--- config.mk ---
export PLATFORM = sky130hd
export DESIGN_NAME = tl_sensor_queue
export DESIGN_NICKNAME = d
export VERILOG_FILES = /design/src/rtl/tl_sensor_queue.sv
export SDC_FILE = /design/constraint.sdc
export NUM_CORES = 1
export LEC_CHECK = 0
export CAP_MARGIN = 0
export CORE_MARGIN = 8
export CORE_UTILIZATION = 54
export DETAILED_ROUTE_END_ITERATION = 8
export HOLD_SLACK_MARGIN = 0.05
export PLACE_DENSITY = 0.84
export SETUP_SLACK_MARGIN = 0.15
export SYNTH_ARGS = -nofsm -noshare
export SYNTH_HDL_FRONTEND = slang
export SYNTH_SLANG_ARGS = --single-unit
--- constraint.sdc ---
create_clock -name clk -period 3.6 [get_ports clk]
set_input_delay 0.72 -clock clk [delete_from_list [all_inputs] [get_ports clk]]
set_output_delay 0.72 -clock clk [all_outputs]
set_load 0.05 [all_outputs]
--- src/rtl/tl_sensor_queue.sv ---
// Intersection model for the left-turn light controller: four lane queues fed by
// arrival detectors, drained while served, producing the Ta/Tal/Tb/Tbl sensors.
module tl_sensor_queue #(
    parameter int CNT_W      = 4,
    parameter int DEPART_CYC = 3
) (
    input  logic             clk,
    input  logic             reset,
    input  logic             arr_a,
    input  logic             arr_al,
    input  logic             arr_b,
    input  logic             arr_bl,
    input  logic [1:0]       La,
    input  logic [1:0]       Lb,
    output logic             Ta,
    output logic             Tal,
    output logic             Tb,
    output logic             Tbl,
    output logic [CNT_W-1:0] qa,
    output logic [CNT_W-1:0] qal,
    output logic [CNT_W-1:0] qb,
    output logic [CNT_W-1:0] qbl,
    output logic             ovf,
    output logic             conflict
);

    localparam logic [CNT_W-1:0] MAX_Q    = {CNT_W{1'b1}};
    localparam logic [CNT_W-1:0] ONE_Q    = {{(CNT_W-1){1'b0}}, 1'b1};
    localparam logic [7:0]       TMR_LAST = 8'(DEPART_CYC - 1);
    localparam logic [1:0]       L_GREEN  = 2'b00;
    localparam logic [1:0]       L_RED    = 2'b10;
    localparam logic [1:0]       L_ARROW  = 2'b11;

    // Lane index order throughout: 0 = A straight, 1 = A left, 2 = B straight, 3 = B left.
    logic [3:0] arr_vec;
    logic [3:0] prev_reg;
    logic [3:0] rise;
    logic [3:0] serve;
    logic [3:0] busy;
    logic [3:0] depart;
    logic [3:0] ovf_hit;
    logic [1:0] road_last;
    logic       ovf_reg;
    logic       conflict_reg;

    assign arr_vec = {arr_bl, arr_b, arr_al, arr_a};
    assign rise    = arr_vec & ~prev_reg;
    assign serve   = {Lb == L_ARROW, Lb == L_GREEN, La == L_ARROW, La == L_GREEN};

    // One departure timer per road; only one lane of a road can be served at a time.
    generate
        for (genvar gi = 0; gi < 2; gi++) begin : road_g
            logic [7:0] tmr_reg;

            assign road_last[gi] = (tmr_reg == TMR_LAST);

            always_ff @(posedge clk or posedge reset) begin
                if (reset) begin
                    tmr_reg <= 8'd0;
                end else if (busy[2*gi] || busy[2*gi+1]) begin
                    tmr_reg <= road_last[gi] ? 8'd0 : tmr_reg + 8'd1;
                end else begin
                    tmr_reg <= 8'd0;
                end
            end
        end
    endgenerate

    generate
        for (genvar gi = 0; gi < 4; gi++) begin : lane_g
            logic [CNT_W-1:0] cnt_reg;

            assign busy[gi]    = serve[gi] && (cnt_reg != '0);
            assign depart[gi]  = busy[gi] && road_last[gi/2];
            assign ovf_hit[gi] = rise[gi] && !depart[gi] && (cnt_reg == MAX_Q);

            // A coincident arrival and departure cancel, even when saturated.
            always_ff @(posedge clk or posedge reset) begin
                if (reset) begin
                    cnt_reg <= '0;
                end else if (rise[gi] && !depart[gi]) begin
                    if (cnt_reg != MAX_Q) begin
                        cnt_reg <= cnt_reg + ONE_Q;
                    end
                end else if (depart[gi] && !rise[gi]) begin
                    cnt_reg <= cnt_reg - ONE_Q;
                end
            end
        end
    endgenerate

    always_ff @(posedge clk or posedge reset) begin
        if (reset) begin
            prev_reg     <= 4'b0000;
            ovf_reg      <= 1'b0;
            conflict_reg <= 1'b0;
        end else begin
            prev_reg <= arr_vec;
            if (|ovf_hit) begin
                ovf_reg <= 1'b1;
            end
            if ((La != L_RED) && (Lb != L_RED)) begin
                conflict_reg <= 1'b1;
            end
        end
    end

    assign qa       = lane_g[0].cnt_reg;
    assign qal      = lane_g[1].cnt_reg;
    assign qb       = lane_g[2].cnt_reg;
    assign qbl      = lane_g[3].cnt_reg;
    assign Ta       = (qa != '0);
    assign Tal      = (qal != '0);
    assign Tb       = (qb != '0);
    assign Tbl      = (qbl != '0);
    assign ovf      = ovf_reg;
    assign conflict = conflict_reg;

endmodule

==> summary.md <==
| Metric | Value |
|---|---|
| Outcome | finished, final reports clean |
| GRT Util Overall | between 15 and 20% |
| Post-detail-place hpwl | 3420 um |
| Slew margin rel. | a little under three fifths |
| Synth top area share | 42.0% |
| Leak | ~0.0012 uW |
| Die height | around 81 um |
| Worst-skew pair later-pin latency | roughly 0.3 ns |
| CTS sink cnt | 38 |
| EDFF count, synth | 0 |
| Syn Inst Count | roughly 210 |
| Clock skew | 0.0114 ns |
| Post-DP Area | between 2000 and 3000 um^2 |
| Reg2reg path depth | 9 |
| GR Layer Usage met3 | under 10% |
| First-pass GRT wire length | ~7700 um |
| Vias in the first global route | roughly 1.7k |
| Via/cell ratio | 5.72 |
| Met1 GRT Util | approximately 18% |
| RSZ-0062 raised after global routing | false |
| Reg2reg setup slack | 0.54 ns |
| Post-Synthesis Net Count | 235 |
| Worst-Margin Slew | 0.657 ns |
| DR iter-0 viols | roughly 150 |
| Initial Utilization | around 56% |
| I/O pins | 32 |
| Crit Reg-Reg Endpoint | qal[3] |
| Fin nets | 274 |
| Post-route DRC | 0 |
| Mapped Avg Cell Area | around 11 um^2 |
| Die W | just over 80 um |
| Post-layout instance area | ~2800 um^2 |
| Synth top area cells | dfrtp_1 42%, ha_1 6.6%, xor2_1 6.6% |
| Most common library cells after synthesis | 38 x dfrtp_1, 17 x nor2_1, 17 x xor2_1, 13 x inv_1, 12 x ha_1 |
| FMAX | between 300 and 400 MHz |
| Top cell type by total area after synthesis | dfrtp_1 |
| Placer Congestion | 0.869 |
| Root Driver | clkbuf_8 |
| Distinct cells, synth | 44 |
| Mapped Area | between 2000 and 2500 um^2 |
| H-tree Lvls | 2 |
| CTS tree | yes |
| Max reg flops | 16 |
| Final WL | ~4600 um |
| Setup crit end kind | flop |
| Ant diodes | 0 |
| Yosys warns | 0 |
| Worst-path clk slew | roughly 0.070 ns |
| DRT Pass-1 Iters | 4 |
| I/O Buffers | 31 |
| Worst setup path startpoint | road_g[0].tmr_reg[0] |
| CTS Buf Count | 5 |
| Multi-input combinational cell area | around 1200 um^2 |
| Most frequent cell after synthesis | dfrtp_1 |
| Min cycle time layout | 3.06 ns |
| Area grow syn2layout | 22.5% |
| Max Slew Vio Count | 0 |
| Setup violators final | 0 |
| Arrival @ worst endpoint | between 3 and 4 ns |
| Required time of the critical path | between 3 and 4 ns |
| Setup TNS | 0 ns |
| Max Root-Sink Buffers | 2 |
| Post-CTS setup buffer count | 0 |
| Core Area | between 4000 and 5000 um^2 |
| Storage element area | ~950 um^2 |
| Maximum capacitance violations | 0 |
| Grt met2 use | approximately a quarter |
| Ys async rst share | 100% |
| Antenna viol nets, final | 0 |
| Reg2Reg Launch Point | road_g[0].tmr_reg[0] |
| Fillers | 307 |
| Setup crit start kind | flop |
| Yosys reg bits | 38 |
| # resized after CTS | 0 |
| Hold crit path type | reg -> reg |
| Sequential-to-total area share from yosys stat | approximately two fifths |
| Kind of critical path | reg -> reg |
| Prevailing post-synth register cell | dfrtp_1 |
| Routed len/inst | approximately 15 um |
| GRT overflow | 0 |
| VDD IR max | around 0.38 mV |
| Hold buffers post-CTS | 0 |
| Initial antenna violation count | 0 |
| Setup crit end | qal[3] |
| Die Area | between 6000 and 7000 um^2 |
| Largest net degree at the start of global routing | 39 |
| Layer with the highest usage | met2 |
| Total Power | between 2000 and 2500 uW |
| Share of post-route cells with drive strength above 1 | under 10% |
| Critical path fanouts, max | 5 |
| Pwr dens | between 700 and 800 nW/um^2 |
| Period utilization | between 80 and 90% |
| DR vias | ~1.7k |
| FP Rows | 23 |
| Final hold vios | 0 |
[cells by family after synthesis]
group                    count (synthesis)  synth area share (%)
adder cells (fa/ha/maj)                 16                  10.2
XOR/XNOR                                26                  10.4
flip-flops                              38                  42.0
AND/OR/NAND/NOR                         72                  19.3
AO/OA/AOI/OAI                           25                  8.89
multiplexers                            12                  5.58
buffers and inverters                   20                  3.70
[final cells by class]
cell class | count | area share, %
Multi-Input combinational cell | 151 | 44.3
Sequential cell | 38 | 34.3
Timing Repair Buffer | 39 | 13.3
Clock buffer | 6 | 2.98
Tap cell | 50 | 2.25
Inverter | 13 | 1.76
Clock inverter | 1 | 1.08
[stage by stage]
step | setup slack (ns) | std cells | utilization [%] | hold WS, ns
after global routing | 0.322 | 298 | 68.9 | 0.500
after floorplan | 0.606 | 209 | - | 0.468
after CTS | 0.507 | 298 | 68.9 | 0.497
after detailed placement | 0.324 | 291 | 66.1 | 0.475
final | 0.536 | 298 | 68.9 | 0.493
after global placement | 0.400 | 291 | 66.1 | 0.473
[worst max-delay path, cell delays in order (launching register included)]
cell	delay (ns)
dfrtp_1	0.42
inv_1	0.07
ha_1	0.13
or3b_1	0.47
o41ai_2	0.64
ha_1	0.39
and3_1	0.20
or3_1	0.35
mux2i_1	0.18
xor2_1	0.16
[power by group]
part | switching [uW] | total [uW] | internal, uW
clock | 150 | 371 | 222
combinational | 621 | 1030 | 405
sequential | 158 | 689 | 531
total | 928 | 2090 | 1160
[layout by cell type, fill, tap and decap left out, drive strengths merged, types with 4 or more instances in the layout]
| cell type | synthesis | layout |
|---|---|---|
| nand3 | 7 | 7 |
| nor2b | 4 | 4 |
| buf | 5 | 8 |
| nand2 | 7 | 7 |
| fa | 4 | 4 |
| nand4 | 5 | 5 |
| o22ai | 4 | 4 |
| clkdlybuf4s50 | 0 | 31 |
| inv | 13 | 13 |
| nor4 | 6 | 6 |
| xor2 | 17 | 17 |
| clkbuf | 2 | 6 |
| a2bb2oi | 4 | 4 |
| a21o | 4 | 4 |
| or4 | 5 | 5 |
| ha | 12 | 12 |
| dfrtp | 38 | 38 |
| mux2i | 10 | 10 |
| nor2 | 17 | 17 |
| and3 | 7 | 7 |
| xnor2 | 9 | 9 |
[worst min-delay path by stage]
stage	from	to	slack (ns)	cells past startpoint
floorplan	road_g[0].tmr_reg[0]	road_g[0].tmr_reg[0]	0.47	1
global placement	ovf	ovf	0.47	1
detailed placement	conflict	conflict	0.48	1
CTS	conflict	conflict	0.50	1
global route	conflict	conflict	0.50	1
finish	conflict	conflict	0.49	1
[metal layers]
layer / vias up / wire (um)
met4: 0 / 135
met3: 12 / 276
met1: 829 / 1960
met5: - / 0
met2: 38 / 2200
li1: 825 / -
(Power assumes the default switching activity.)
